File: config.mk
export PLATFORM = sky130hd
export DESIGN_NAME = div_unit
export DESIGN_NICKNAME = d
export VERILOG_FILES = /design/src/rtl/div_pkg.sv /design/src/rtl/div_step.sv /design/src/rtl/div_unit.sv
export SDC_FILE = /design/constraint.sdc
export NUM_CORES = 1
export LEC_CHECK = 0
export CORE_MARGIN = 8
export CORE_UTILIZATION = 62
export DETAILED_ROUTE_END_ITERATION = 10
export GPL_ROUTABILITY_DRIVEN = 1
export PLACE_DENSITY_LB_ADDON = 0.08
export SETUP_SLACK_MARGIN = 0.02
export SLEW_MARGIN = 25
export SYNTH_ARGS = -nofsm -noshare
export SYNTH_HDL_FRONTEND = slang
export SYNTH_SLANG_ARGS = --single-unit
File: constraint.sdc
create_clock -name clock -period 5.8 [get_ports clock]
set_clock_uncertainty 0.05 [all_clocks]
set_input_delay 0.58 -clock clock [delete_from_list [all_inputs] [get_ports clock]]
set_output_delay 0.58 -clock clock [all_outputs]
set_load 0.01 [all_outputs]
File: src/rtl/div_pkg.sv
// Shared types and constants for the multicycle signed divider.
package div_pkg;

  typedef enum logic [1:0] {
    IDLE = 2'd0,
    RUN  = 2'd1,
    FIX  = 2'd2,
    DONE = 2'd3
  } div_state_t;

  localparam int DIV_WIDTH = 32;
  localparam int DIV_ITERS = 32;
  localparam logic [DIV_WIDTH-1:0] DIV_MIN_INT = 32'h8000_0000;
  localparam int DIV_CNT_W = $clog2(DIV_ITERS + 1);

endpackage

File: src/rtl/div_step.sv
// One restoring shift-subtract iteration on unsigned magnitudes.
module div_step
  import div_pkg::*;
#(
  parameter int WIDTH = DIV_WIDTH
) (
  input  logic [WIDTH-1:0] rem,
  input  logic [WIDTH-1:0] quo,
  input  logic [WIDTH-1:0] divisor,
  output logic [WIDTH-1:0] rem_next,
  output logic [WIDTH-1:0] quo_next
);

  logic        [WIDTH:0] rem_sh;
  logic signed [WIDTH:0] trial;

  // rem < divisor <= 2^(WIDTH-1), so one extra bit keeps the trial sign exact
  always_comb begin
    rem_sh = {rem, quo[WIDTH-1]};
    trial  = $signed(rem_sh) - $signed({1'b0, divisor});
    if (trial[WIDTH]) begin
      rem_next = rem_sh[WIDTH-1:0];
      quo_next = {quo[WIDTH-2:0], 1'b0};
    end else begin
      rem_next = trial[WIDTH-1:0];
      quo_next = {quo[WIDTH-2:0], 1'b1};
    end
  end

endmodule

File: src/rtl/div_unit.sv
// Multicycle signed divider (restoring, one quotient bit per cycle).
// Define DIV_REMAINDER_EN to expose the signed remainder on data_remainder.
module div_unit
  import div_pkg::*;
#(
  parameter int WIDTH = DIV_WIDTH,
  parameter int ITERS = WIDTH
) (
  input  logic             clock,
  input  logic             reset,
  input  logic             ctrl_div,
  input  logic [WIDTH-1:0] data_operandA,
  input  logic [WIDTH-1:0] data_operandB,
  output logic [WIDTH-1:0] data_result,
  output logic             data_exception,
  output logic             data_resultRDY
`ifdef DIV_REMAINDER_EN
  ,
  output logic [WIDTH-1:0] data_remainder
`endif
);

  localparam logic [WIDTH-1:0] MIN_INT = {1'b1, {(WIDTH-1){1'b0}}};

  function automatic logic [WIDTH-1:0] mag(input logic [WIDTH-1:0] x);
    return x[WIDTH-1] ? -x : x;
  endfunction

  function automatic logic [WIDTH-1:0] cond_neg(input logic [WIDTH-1:0] x, input logic neg);
    return neg ? -x : x;
  endfunction

  div_state_t             state;
  logic [DIV_CNT_W-1:0]   cnt;
  logic [WIDTH-1:0]       rem_p0;
  logic [WIDTH-1:0]       quo_p0;
  logic [WIDTH-1:0]       divisor_p0;
  logic                   q_neg;
`ifdef DIV_REMAINDER_EN
  logic                   r_neg;
`endif

  logic [WIDTH-1:0] rem_nx;
  logic [WIDTH-1:0] quo_nx;
  logic             div_zero;
  logic             div_ovf;

  assign div_zero = (data_operandB == '0);
  assign div_ovf  = (data_operandA == MIN_INT) && (data_operandB == '1);

  div_step #(
    .WIDTH(WIDTH)
  ) u_step (
    .rem     (rem_p0),
    .quo     (quo_p0),
    .divisor (divisor_p0),
    .rem_next(rem_nx),
    .quo_next(quo_nx)
  );

  // A start pulse takes priority over whatever the FSM is doing, which is
  // what makes a mid-operation ctrl_div abort without producing a RDY.
  always_ff @(posedge clock) begin
    if (reset) begin
      state          <= IDLE;
      cnt            <= '0;
      rem_p0         <= '0;
      quo_p0         <= '0;
      divisor_p0     <= '0;
      q_neg          <= 1'b0;
      data_result    <= '0;
      data_exception <= 1'b0;
      data_resultRDY <= 1'b0;
`ifdef DIV_REMAINDER_EN
      r_neg          <= 1'b0;
      data_remainder <= '0;
`endif
    end else begin
      data_resultRDY <= 1'b0;
      if (ctrl_div) begin
        if (div_zero || div_ovf) begin
          data_result    <= div_zero ? '0 : MIN_INT;
          data_exception <= 1'b1;
          data_resultRDY <= 1'b1;
`ifdef DIV_REMAINDER_EN
          data_remainder <= '0;
`endif
          state          <= DONE;
        end else begin
          quo_p0     <= mag(data_operandA);
          divisor_p0 <= mag(data_operandB);
          rem_p0     <= '0;
          cnt        <= '0;
          q_neg      <= data_operandA[WIDTH-1] ^ data_operandB[WIDTH-1];
`ifdef DIV_REMAINDER_EN
          r_neg      <= data_operandA[WIDTH-1];
`endif
          state      <= RUN;
        end
      end else begin
        case (state)
          IDLE: state <= IDLE;
          // ---- iterate: one quotient bit per cycle ----
          RUN: begin
            rem_p0 <= rem_nx;
            quo_p0 <= quo_nx;
            cnt    <= cnt + DIV_CNT_W'(1);
            if (cnt == DIV_CNT_W'(ITERS - 1)) state <= FIX;
          end
          // ---- sign fix-up and result register ----
          FIX: begin
            data_result    <= cond_neg(quo_p0, q_neg);
            data_exception <= 1'b0;
            data_resultRDY <= 1'b1;
`ifdef DIV_REMAINDER_EN
            data_remainder <= cond_neg(rem_p0, r_neg);
`endif
            state          <= DONE;
          end
          DONE:    state <= IDLE;
          default: state <= IDLE;
        endcase
      end
    end
  end

endmodule

==> run_results.csv <==
group,metric,value,unit
floorplanning,rows,44,
pwr,power.total,2.67,mW
synth,synth-main-ff-cell,"dfxtp_1",
global_route,grt_usage,26.9,%
pwr,seqPwrFrac,39.5,%
layout,n_antenna_cell,0,
cts,cts-buffers-inserted,17,
cts,clk_pin_slew,60,ps
worst_setup_path,crit_path_end_kind,"flop",
pwr,p_sw,0.814,mW
worst_setup_path,slowest_stage,"and2_1",
worst_setup_path,path_delay_family,"compound AO/OA/AOI/OAI gates",
synth,yosys.area_share.xor_xnor,10.8,%
synth,synthAdderAreaFrac,5.52,%
synth,seq_area_frac_synth,30.2,%
timing,setup_violations,0,
timing,setup_tns,0,ps
pwr,leakagePower,4.19,nW
global_route,grt_pass1_wl,40.7,mm
floorplanning,fp.dieH,138,microns
floorplanning,io_pins,101,
cts,cts_resized,0,
worst_hold_path,hold_start,"rem_p0[2]",
worst_setup_path,crit_top_cell,"a211oi_1",
timing,post-route-period-util,72.0,%
pwr,p_int,1.86,mW
timing,maxSlewHeadroom,36.8,%
worst_setup_path,critPathMaxStageDelay,430,ps
route,first_pass_iters,6,
floorplanning,die-area,0.0190,sq mm
route,routed_wl,25.2,mm
placement,post-dp-hpwl,18.2,mm
job,cap_violations,0,
pwr,ir_worst_vdd,0.212,mV
global_route,grt_max_degree,88,
pwr,switching_share,30.5,%
pwr,clock_power_share,41.4,%
timing,min_period,4180,ps
worst_hold_path,hold_path.class,"reg2reg",
synth,yosys.cell_count.top_type,"dfxtp_1",
synth,ys_ff_latch,139,
layout,synthToLayoutAreaGrowth,17.9,%
worst_setup_path,startpoint_type,"flop",
synth,ys_async_sr_fraction,0,%
route,vias,8898,
cts,cts-htree-levels,4,
placement,io_buffer_count,100,
cts,clock_path_buffers,2,
cts,postCtsSetupRepairBufs,0,
status,status,"complete, no violations",
route,ant_nets,0,
synth,synth_compound_area_share,25.6,%
pwr,power_frac_comb,19.1,%
worst_setup_path,cp.arrival,4430,ps
cts,cts_root_buffer,"clkbuf_16",
cts,ctsHoldBuffers,0,
route,drt_iter0_markers,777,
worst_setup_path,critPathMaxFanout,21,
placement,gp_congestion,0.921,
floorplanning,core_area,0.0145,sq mm
timing,holdWs,421,ps
timing,hold_viol_final,0,
synth,synth_common_cells,"dfxtp_1 (139), nand2_1 (136), nor2_1 (125), a21oi_1 (97), xor2_1 (82)",
synth,syn_nets,1305,
worst_setup_path,reg2reg_to,"rem_p0[14]",
synth,syn_area_per_cell,7.68,sq um
synth,yosysWarnings,0,
route,wl_per_cell,17.4,microns
worst_setup_path,r2r_cells,14,
synth,synth_top_area_share,30.2,%
synth,synth_top_family_by_area,"compound AO/OA/AOI/OAI gates",
synth,syn_area,0.00921,sq mm
timing,tightest_slew,947,ps
synth,synth-simple-area-share,19.5,%
worst_setup_path,r2r_start,"quo_p0[31]",
cts,cts_tree,"done",
worst_hold_path,holdPathStages,2,
worst_setup_path,critPathRequiredTime,6050,ps
pwr,power_density,246,mW/mm^2
worst_setup_path,path_class,"reg2reg",
timing,report.final.slew_viol_count,0,
worst_setup_path,worst-path-buf-inv,3,
layout,finish.net_count,1362,
synth,yosys.area.top_type,"dfxtp_1",
floorplanning,initial_core_util,63.3,%
floorplanning,die_w,138,microns
timing,rsz0062_at_grt,"false",
global_route,grt_antenna_before_repair,0,
synth,postSynthCellCount,1198,
synth,ys_types,60,
cts,clock_sinks,139,
route,drc_errors,0,
synth,synth.area.top_cells,"dfxtp_1 (30%), xor2_1 (7.8%), nand2_1 (5.5%)",
synth,synthMuxAreaShare,3.04,%
layout,drive_above_1_share,4.89,%
route,vias_per_cell,6.13,
worst_hold_path,hold-path-endpoint,"rem_p0[2]",
cts,clkLatencyLatePin,430,ps
timing,fmax,239,MHz
synth,synth_edf_count,0,
global_route,globalRouteOverflowTotal,0,
worst_setup_path,r2r_slack,1620,ps
worst_setup_path,crit_path_cell_trace,"inv_1 -> ha_1 -> inv_1 -> fa_1 -> a211oi_1 -> o21a_1 -> a211oi_1 -> o2111ai_1 -> a211oi_1 -> or3_1 -> and2_1 -> buf_4 -> mux2i_1 -> o21ai_1",
global_route,first_global_vias,8341,
-- how the worst max path moves through the flow --
stage / startpoint / end / slack (ps) / cells after the start
2_1_floorplan: quo_p0[31] / rem_p0[14] / 2540 / 15
3_3_place_gp: data_operandA[14] / quo_p0[18] / 1450 / 10
3_5_place_dp: data_operandA[14] / quo_p0[18] / 1380 / 10
4_1_cts: quo_p0[31] / rem_p0[14] / 1720 / 14
5_1_grt: data_operandA[14] / quo_p0[21] / 1400 / 10
6_report: quo_p0[31] / rem_p0[14] / 1620 / 14
-- per-layer routing --
metal,wire length (microns),track usage [%]
met5,0,0
met4,1040,12.8
met3,1300,5.22
met2,12100,45.4
met1,10800,32.2
-- cell usage in the layout (no fill, tap or decap), types with 13 or more instances in the layout --
cell / n
o211ai_1: 28
a21o_1: 20
o31ai_1: 28
nor3_1: 37
o21ai_1: 35
ha_1: 39
dfxtp_1: 138
xor2_1: 82
a211oi_1: 38
nor2_1: 122
mux2i_1: 28
clkdlybuf4s50_1: 98
o21ai_0: 43
xnor2_1: 32
a21oi_1: 97
inv_1: 50
or3_1: 13
clkbuf_16: 17
nand2_1: 136
-- area by class of cell --
| cell class | instances | area, sq um |
|---|---|---|
| clock buffers | 19 | 453 |
| clock inverters | 13 | 154 |
| fillers | 1172 | 3680 |
| inverters | 50 | 188 |
| multi-input cells | 936 | 5970 |
| flip-flops and latches | 139 | 2780 |
| well taps | 184 | 230 |
| repair buffers | 111 | 1080 |
-- stage by stage --
stage / cell area [sq um] / util, % / instances / worst slack [ps]
finish: 10900 / 74.7 / 1452 / 1620
global route: 10900 / 74.7 / 1452 / 1400
CTS: 10900 / 74.7 / 1452 / 1720
detailed placement: 10200 / 70.5 / 1420 / 1380
global placement: 10200 / 70.5 / 1420 / 1450
floorplan: 9210 / - / 1198 / 2540
-- state kept, by name, summed over array words and instances (netlist names) --
| name | flops |
|---|---|
| quo_p0 | 32 |
| cnt | 6 |
| state | 2 |
| data_result | 32 |
| data_resultRDY | 1 |
| q_neg | 1 |
| divisor_p0 | 32 |
| data_exception | 1 |
| rem_p0 | 32 |
-- tightest hold or removal path: cells and delay by family (launching register included) --
| family | cells | cell delay [ps] |
|---|---|---|
| compound gates | 1 | 50 |
| flops | 1 | 320 |
| simple gates | 1 | 50 |
-- logic make-up after synthesis --
logic type	Yosys count
xor gates and xnor gates	114
DFF	139
buffers and inverters	123
AOI/OAI and AO/OA	360
and+or+nand+nor	394
adders and majority gates	40
muxes	28
-- power groups by stage --
stage	Combinational, mW	Sequential, mW	Clock [mW]
6_report	0.509	1.06	1.11
2_1_floorplan	0.344	1.06	0
5_1_grt	0.563	1.06	1.16
4_1_cts	0.507	1.05	1.12
3_3_place_gp	0.494	1.07	0
3_5_place_dp	0.501	1.07	0
Power figures use the tool's default switching activity.
